==> src/rtl/mem_arb_pkg.sv <==
// mem_arb_pkg: shared definitions for the two-port memory arbiter.
//   arb_state_t  : arbiter FSM encoding (IDLE / BUSY / RELEASE)
//   PORT_I/PORT_D: port indices (instruction cache / data cache)
//   addr_width() : block-address width from byte-address and block size
//   data_width() : block data width from word width and block size
package mem_arb_pkg;

  typedef enum logic [1:0] {
    IDLE    = 2'b00,
    BUSY    = 2'b01,
    RELEASE = 2'b10
  } arb_state_t;

  localparam int PORT_I = 0;
  localparam int PORT_D = 1;

  function automatic int addr_width(input int address_size, input int block_size);
    return address_size - block_size - 2;
  endfunction

  function automatic int data_width(input int line_size, input int block_size);
    return (2 ** block_size) * line_size;
  endfunction

endpackage

==> src/rtl/mem_arb_watchdog.sv <==
// mem_arb_watchdog: saturating cycle counter that flags a hung transaction.
//   clk    : clock, rising edge
//   rst_n  : asynchronous active-low reset
//   clr    : synchronous clear (held while no transaction is in progress)
//   en     : count enable (one per BUSY cycle)
//   expire : high during the TIMEOUT_CYCLES-th enabled cycle after a clear
module mem_arb_watchdog #(
  parameter int TIMEOUT_CYCLES = 255,
  localparam int CNT_W = $clog2(TIMEOUT_CYCLES + 1)
) (
  input  logic clk,
  input  logic rst_n,
  input  logic clr,
  input  logic en,
  output logic expire
);

  localparam logic [CNT_W-1:0] CNT_LAST = CNT_W'(TIMEOUT_CYCLES - 1);
  localparam logic [CNT_W-1:0] CNT_MAX  = CNT_W'(TIMEOUT_CYCLES);

  logic [CNT_W-1:0] wd_cnt;

  // Saturates at TIMEOUT_CYCLES so a stuck enable can never wrap back to a
  // value that would fire expire a second time.
  always_ff @(posedge clk or negedge rst_n) begin
    if (!rst_n) begin
      wd_cnt <= '0;
    end else if (clr) begin
      wd_cnt <= '0;
    end else if (en && (wd_cnt != CNT_MAX)) begin
      wd_cnt <= wd_cnt + 1'b1;
    end
  end

  assign expire = en && (wd_cnt == CNT_LAST);

endmodule

==> src/rtl/mem_arbiter.sv <==
// mem_arbiter: round-robin arbiter sharing one block memory between the
// instruction cache (port 0) and the data cache (port 1). One whole
// transaction is granted at a time; a port that re-requests during the
// RELEASE cycle keeps the grant (eviction write-back followed by refill).
//   clk_i, reset_i          : clock, asynchronous active-low reset
//   p_read_i/p_wr_i[0:1]    : per-port block read / write request (level)
//   p_address_i[0:1]        : per-port block address
//   p_write_data_i[0:1]     : per-port write block
//   p_busywait_o[0:1]       : memory busy or port not granted
//   p_read_done_o/p_write_done_o[0:1] : completion pulses to the owner
//   p_read_data_o[0:1]      : read block to the owner
//   m_read_o, m_wr_o, m_address_o, m_write_data_o : memory request
//   m_busywait_i, m_read_done_i, m_write_done_i, m_read_data_i : memory status
//   err_o                   : one-cycle pulse when the watchdog aborts
module mem_arbiter
  import mem_arb_pkg::*;
#(
  parameter int c_line_size    = 32,
  parameter int c_block_size   = 2,
  parameter int address_size   = 32,
  parameter int TIMEOUT_CYCLES = 255,
  localparam int ADDR_W = addr_width(address_size, c_block_size),
  localparam int DATA_W = data_width(c_line_size, c_block_size)
) (
  input  logic              clk_i,
  input  logic              reset_i,
  input  logic              p_read_i       [0:1],
  input  logic              p_wr_i         [0:1],
  input  logic [ADDR_W-1:0] p_address_i    [0:1],
  input  logic [DATA_W-1:0] p_write_data_i [0:1],
  output logic              p_busywait_o   [0:1],
  output logic              p_read_done_o  [0:1],
  output logic              p_write_done_o [0:1],
  output logic [DATA_W-1:0] p_read_data_o  [0:1],
  output logic              m_read_o,
  output logic              m_wr_o,
  output logic [ADDR_W-1:0] m_address_o,
  output logic [DATA_W-1:0] m_write_data_o,
  input  logic              m_busywait_i,
  input  logic              m_read_done_i,
  input  logic              m_write_done_i,
  input  logic [DATA_W-1:0] m_read_data_i,
  output logic              err_o
);

  arb_state_t state, state_nxt;
  logic       gnt, gnt_nxt;
  logic       last_gnt, last_gnt_nxt;
  logic       op_wr, op_wr_nxt;
  logic [1:0] req;
  logic       busy;
  logic       done_hit;
  logic       complete;
  logic       expire;
  logic       timeout;

  assign req[PORT_I] = p_read_i[PORT_I] | p_wr_i[PORT_I];
  assign req[PORT_D] = p_read_i[PORT_D] | p_wr_i[PORT_D];

  assign busy     = (state == BUSY);
  assign done_hit = op_wr ? m_write_done_i : m_read_done_i;
  assign complete = busy && !m_busywait_i && done_hit;
  // A real completion in the expiry cycle wins over the abort.
  assign timeout  = expire && !complete;

  // Held in clear outside BUSY, so every entry into BUSY starts from zero.
  mem_arb_watchdog #(
    .TIMEOUT_CYCLES(TIMEOUT_CYCLES)
  ) u_watchdog (
    .clk   (clk_i),
    .rst_n (reset_i),
    .clr   (!busy),
    .en    (busy),
    .expire(expire)
  );

  always_ff @(posedge clk_i or negedge reset_i) begin
    if (!reset_i) begin
      state    <= IDLE;
      gnt      <= 1'b0;
      last_gnt <= 1'b1;
      op_wr    <= 1'b0;
    end else begin
      state    <= state_nxt;
      gnt      <= gnt_nxt;
      last_gnt <= last_gnt_nxt;
      op_wr    <= op_wr_nxt;
    end
  end

  always_comb begin
    state_nxt    = state;
    gnt_nxt      = gnt;
    last_gnt_nxt = last_gnt;
    op_wr_nxt    = op_wr;
    case (state)
      IDLE: begin
        if (req != 2'b00) begin
          gnt_nxt   = (req == 2'b11) ? ~last_gnt : req[PORT_D];
          // A simultaneous read and write is treated as a write.
          op_wr_nxt = p_wr_i[gnt_nxt];
          state_nxt = BUSY;
        end
      end
      BUSY: begin
        if (complete) begin
          last_gnt_nxt = gnt;
          state_nxt    = RELEASE;
        end else if (timeout) begin
          state_nxt = RELEASE;
        end
      end
      RELEASE: begin
        // Owner re-requesting keeps the grant: write-back then refill.
        if (req[gnt]) begin
          op_wr_nxt = p_wr_i[gnt];
          state_nxt = BUSY;
        end else begin
          state_nxt = IDLE;
        end
      end
      default: begin
        state_nxt = IDLE;
      end
    endcase
  end

  always_comb begin
    m_read_o       = 1'b0;
    m_wr_o         = 1'b0;
    m_address_o    = '0;
    m_write_data_o = '0;
    err_o          = 1'b0;
    for (int p = 0; p < 2; p++) begin
      // Masked by reset so every output reads 0 while reset is held.
      p_busywait_o[p]   = reset_i & req[p];
      p_read_done_o[p]  = 1'b0;
      p_write_done_o[p] = 1'b0;
      p_read_data_o[p]  = '0;
    end
    if (busy) begin
      m_read_o       = !op_wr && req[gnt] && !complete && !timeout;
      m_wr_o         =  op_wr && req[gnt] && !complete && !timeout;
      m_address_o    = p_address_i[gnt];
      m_write_data_o = p_write_data_i[gnt];
      if (timeout) begin
        p_busywait_o[gnt]   = 1'b0;
        p_read_done_o[gnt]  = !op_wr;
        p_write_done_o[gnt] = op_wr;
        err_o               = 1'b1;
      end else begin
        p_busywait_o[gnt]   = m_busywait_i;
        p_read_done_o[gnt]  = m_read_done_i;
        p_write_done_o[gnt] = m_write_done_i;
        p_read_data_o[gnt]  = m_read_data_i;
      end
    end
  end

endmodule

==> config.mk <==
export PLATFORM = sky130hd
export DESIGN_NAME = mem_arbiter
export DESIGN_NICKNAME = d
export VERILOG_FILES = /design/src/rtl/mem_arb_pkg.sv /design/src/rtl/mem_arb_watchdog.sv /design/src/rtl/mem_arbiter.sv
export SDC_FILE = /design/constraint.sdc
export NUM_CORES = 1
export LEC_CHECK = 0
export ABC_AREA = 1
export BUFFER_PORTS_ARGS = -buffer_cell sky130_fd_sc_hd__buf_4
export CORE_AREA = 3 3 334 336
export CTS_CLUSTER_DIAMETER = 40
export DETAILED_ROUTE_END_ITERATION = 10
export DIE_AREA = 0 0 337 339
export GPL_TIMING_DRIVEN = 0
export PLACE_DENSITY_LB_ADDON = 0.08
export SYNTH_ARGS = -nofsm -noshare
export SYNTH_HDL_FRONTEND = slang
export SYNTH_SLANG_ARGS = --single-unit
==> constraint.sdc <==
create_clock -name clk_i -period 2.5 [get_ports clk_i]
set_input_delay 0.625 -clock clk_i [delete_from_list [all_inputs] [get_ports clk_i]]
set_output_delay 0.625 -clock clk_i [all_outputs]
set_load 0.03 [all_outputs]
# Yosys cells after proc, flatten, opt, wreduce, memory -nomap -nowiden
# Cells that the tools add are included.
# op_classes
add_sub_neg	1
magnitude_cmp	4
eq_ne	9
muxes	45
bitwise	14
reduce_logical	23
# ops
cell	n
$mux 128	5
$mux 256	2
$and 256x256->256	1
$demux 128 s1	1
$mux 28	4
$mux 1	18
$mux 2	9
$mux 8	2
$logic_and 1x1->1	12
$and 2x2->2	5
$add 8x1->8 const B	1
$eq 8x8->1 const B	1
$ne 8x8->1 const B	1
$pmux 2 s3	1
$reduce_and 2->1	3
$eq 2x2->1 const B	2
$ge 2x2->1 const B	2
$logic_not 1->1	4
$ne 2x2->1 const B	2
$not 1->2	2
$reduce_bool 2->1	2
$ne 3x1->1 const B	1
$reduce_and 3->1	1
$and 1x1->1	2
11 further kinds	12
# word_totals
reg_bits	13
input_bits	449
output_inout_bits	421
word_cells	101

# Depth between registers and ports, before layout
# logic_depth
ltp_word	9
ltp_mapped	10
ltp_nobuf	9

# By module
# From an unflattened synthesis, not the netlist that was laid out.
# unflattened
cells_unflattened	777
hier_area_um2	5894.4
# modules_own_cells
module	n_inst	cells_per_inst	area_per_inst_um2	seq_area_each_um2
mem_arbiter	1	703	5373.9	126.4
mem_arb_watchdog	1	74	520.5	200.2

# Least setup slack after synthesis
# Ideal clock, no wire load.
# synth_path
kind	input -> output
startpoint	input m_read_done_i
endpoint	output p_read_data_o[247] in the netlist's numbering
arrival_ps	1938
t_required_ps	1875
setup_slack_ps	-63
stages	7
path_buffers	1
path_cell_list	inv_1 -> nand2_1 -> nand2_1 -> nor2_8 -> nor2_8 -> buf_2 -> nor3_1
# synth_lines
item	line_no	source
start: declaration	mem_arbiter.sv:40	input logic m_read_done_i,
end: declaration	mem_arbiter.sv:34	output logic [DATA_W-1:0] p_read_data_o [0:1],

==> impl_metrics.env <==
export IMPL_fmax_ghz=0.367
export IMPL_cap_violations=0
export IMPL_wl_um=70500
export IMPL_design_area_mm2=0.0172
export IMPL_ys_seq_area_share_pct=5.89
export IMPL_worst_slack_ns=-0.224
export IMPL_die_y_um=339
export IMPL_drive_gt1_share_pct=75.5
export IMPL_cp_slowest_stage_delay_ns=0.38
export IMPL_critPathBufInv=7
export IMPL_synth_ff_type="dfrtp_1"
export IMPL_tightest_slew_ns=0.462
export IMPL_drt_iter0_drc=356
export IMPL_htreeDepth=1
export IMPL_max_vdd_ir_drop_mv=0.420
export IMPL_clk_path_buf_depth=2
export IMPL_coreArea_mm2=0.109
export IMPL_cp_required_ns=1.88
export IMPL_yosysMostFrequentCell="nor3_2"
export IMPL_worstSetupStartpointType="flip-flop"
export IMPL_synth_edff_count=0
export IMPL_cts_tree="built"
export IMPL_synth_commonest_cells="nor3_2 (190), a22o_1 (156), inv_1 (141)"
export IMPL_skew_ns=0.00488
export IMPL_hold_ws_ns=0.244
export IMPL_fp_dieArea_mm2=0.114
export IMPL_cts_inserted_buffers=3
export IMPL_dpl_cell_area_mm2=0.0138
export IMPL_fin_tns_setup_ns=-36.60
export IMPL_failed_checks="setup timing"
export IMPL_cp_end_kind="output port"
export IMPL_synth_distinct_cells=27
export IMPL_insertion_delay_ns=0.24
export IMPL_remaining_drc_errors=0
export IMPL_rsz0062_at_grt="yes"
export IMPL_grt_use_total_pct=11.1
export IMPL_yosys_warnings=0
export IMPL_synth_area_leader_cell="nor3_2"
export IMPL_routed_via_density=3.12
export IMPL_synth_area_top_cells="nor3_2 (34%), a22o_1 (25%), inv_1 (9.5%), nor3_1 (6.2%), dfrtp_1 (5.4%)"
export IMPL_vias=9683
export IMPL_crit_path_cell_trace="inv_2, nor2_4, buf_6, buf_12, nand3_4, nor2_8, buf_6, buf_12, buf_12, nor3_4, buf_6"
export IMPL_grt_max_degree=16
export IMPL_reg2reg_slack_ns=0.80
export IMPL_post_drt_wl_per_cell_um=22.7
export IMPL_area_growth_pct=210
export IMPL_crit_slowest_cell="dfrtp_1"
export IMPL_numClockSinks=13
export IMPL_fin_crit_ns=2.72
export IMPL_nets=2140
export IMPL_status="complete, but fails checks"
export IMPL_synthDominantCellAreaShare_pct=34.3
export IMPL_cellPowerDensity_mw_per_mm2=1250
export IMPL_hp_class="primary input to asynchronous set/reset pin"
export IMPL_finalHoldViolCount=0
export IMPL_clk_pin_slew_ns=0.05
export IMPL_slew_headroom_pct=69.2
export IMPL_period_share_pct=109
export IMPL_reg2reg_from="u_watchdog.wd_cnt[0]$_DFFE_PN0P_"
export IMPL_dr_pass1_iters=4
export IMPL_syn_area_mm2=0.00554
export IMPL_pin_count=870
export IMPL_synth_nets=1207
export IMPL_die_w_um=337
export IMPL_start_util_pct=5.09
export IMPL_synth_async_reset_ratio_pct=100
export IMPL_finalSetupViolations=383
export IMPL_reg2reg_depth=10
export IMPL_antenna_found_initial=4
export IMPL_total_leakage_power_nw=7.99
export IMPL_portBuffers=869
export IMPL_dp_hpwl_um=59500
export IMPL_path_class="flip-flop to output port"
export IMPL_rows=121
export IMPL_slew_viol_final=0
export IMPL_postSynthAreaPerCell_um2=7.33
export IMPL_ys_seq_elements=13
export IMPL_ant_nets=0
export IMPL_critPathMaxFanout=5
export IMPL_grt_pass1_vias=10100
export IMPL_cp_top_family="buffers and inverters"
export IMPL_cts_hold_buf=0
export IMPL_grt_overflow=0
export IMPL_syn_inst=756
export IMPL_worstPathArrival_ns=2.10
export IMPL_grt_first_pass_wirelength_um=88800
export IMPL_clock_root_buffer="clkbuf_16"
export IMPL_place_gp_congestion=0.868
export IMPL_rr_endpoint="u_watchdog.wd_cnt[7]$_DFFE_PN0P_"
==> per-layer routing <==
layer  vias up  share of wire, %  global-route usage (%)
met4         2              0.42                   0.611
met5         -             0.016                       0
met3        12               7.7                    2.99
li1       4557                 -                       -
met2       443                53                    21.2
met1      4669                38                    12.7
==> sequential cells by signal, indices dropped and copies added, names as in the netlist <==
signal	flops
state	2
op_wr	1
last_gnt	1
gnt	1
u_watchdog.wd_cnt	8
==> report_power, final <==
part / switching (mW) / internal [mW]
logic: 12.6 / 8.29
clock network: 0.0916 / 0.216
registers: 0.0605 / 0.279
total: 12.7 / 8.79
==> cell type report <==
class                           count  area, um2
Fill cell                       12400      91700
Timing Repair Buffer              930       8210
Multi-Input combinational cell    506       4940
Tap cell                         1414       1770
Buffer                             89       1270
Inverter                          146        553
Sequential cell                    13        328
Clock buffer                        4       78.8
Antenna cell                        4       10.0
==> through the flow <==
stage	cells	setup slack, ns	util (%)	power (mW)
3_3_place_gp	3039	-0.980	12.7	18.6
4_1_cts	3079	-0.246	14.3	20.9
3_5_place_dp	3039	-1.02	12.7	18.4
6_report	3106	-0.224	15.8	21.5
2_1_floorplan	756	-0.0627	-	10.6
5_1_grt	3103	-0.320	15.8	22.7
==> worst max-delay path by stage <==
stage	startpoint	to	slack, ns	cells past startpoint
6_report	state[0]$_DFFE_PN0P_	p_read_data_o[87]	-0.22	11
5_1_grt	u_watchdog.wd_cnt[0]$_DFFE_PN0P_	p_read_data_o[91]	-0.32	12
4_1_cts	state[0]$_DFFE_PN0P_	p_read_data_o[180]	-0.25	11
3_5_place_dp	state[0]$_DFFE_PN0P_	p_read_data_o[180]	-1.02	9
3_3_place_gp	state[0]$_DFFE_PN0P_	p_read_data_o[180]	-0.98	9
2_1_floorplan	m_read_done_i	p_read_data_o[247]	-0.06	7
==> what timing repair did <==
action	in CTS	in global routing
setup buffers	26	8
hold endpoints to repair	0	0
gates cloned	12	16
pin swaps	17	8
endpoints found under the setup margin	420	414
resized for setup	274	236
==> kinds of logic (layout without fill, tap and decap cells) <==
kind of cell	Yosys count	count (layout)	synth area share (%)
other cells	0	4	0
flops	13	13	5.89
compound gates	177	177	26.6
fa+ha+maj	2	2	0.451
simple gates	327	327	46.6
buf+inv	237	1169	20.4
==> cell usage in the layout, fill, tap and decap left out, types with 4 or more instances in the layout <==
cell type,instances
o21ai_0,8
a22o_4,9
a22o_1,147
inv_2,5
diode_2,4
inv_1,139
clkbuf_2,7
bufbuf_16,4
a21oi_1,8
buf_2,4
buf_8,17
nand2_1,34
buf_4,756
nand3_1,5
clkbuf_16,22
nor3_4,90
dfrtp_1,11
nor3_1,38
nor2_1,15
buf_12,40
nor2_4,5
nor3_2,131
buf_6,159
buf_16,10
Note: power is estimated with default switching activity, not from simulation.
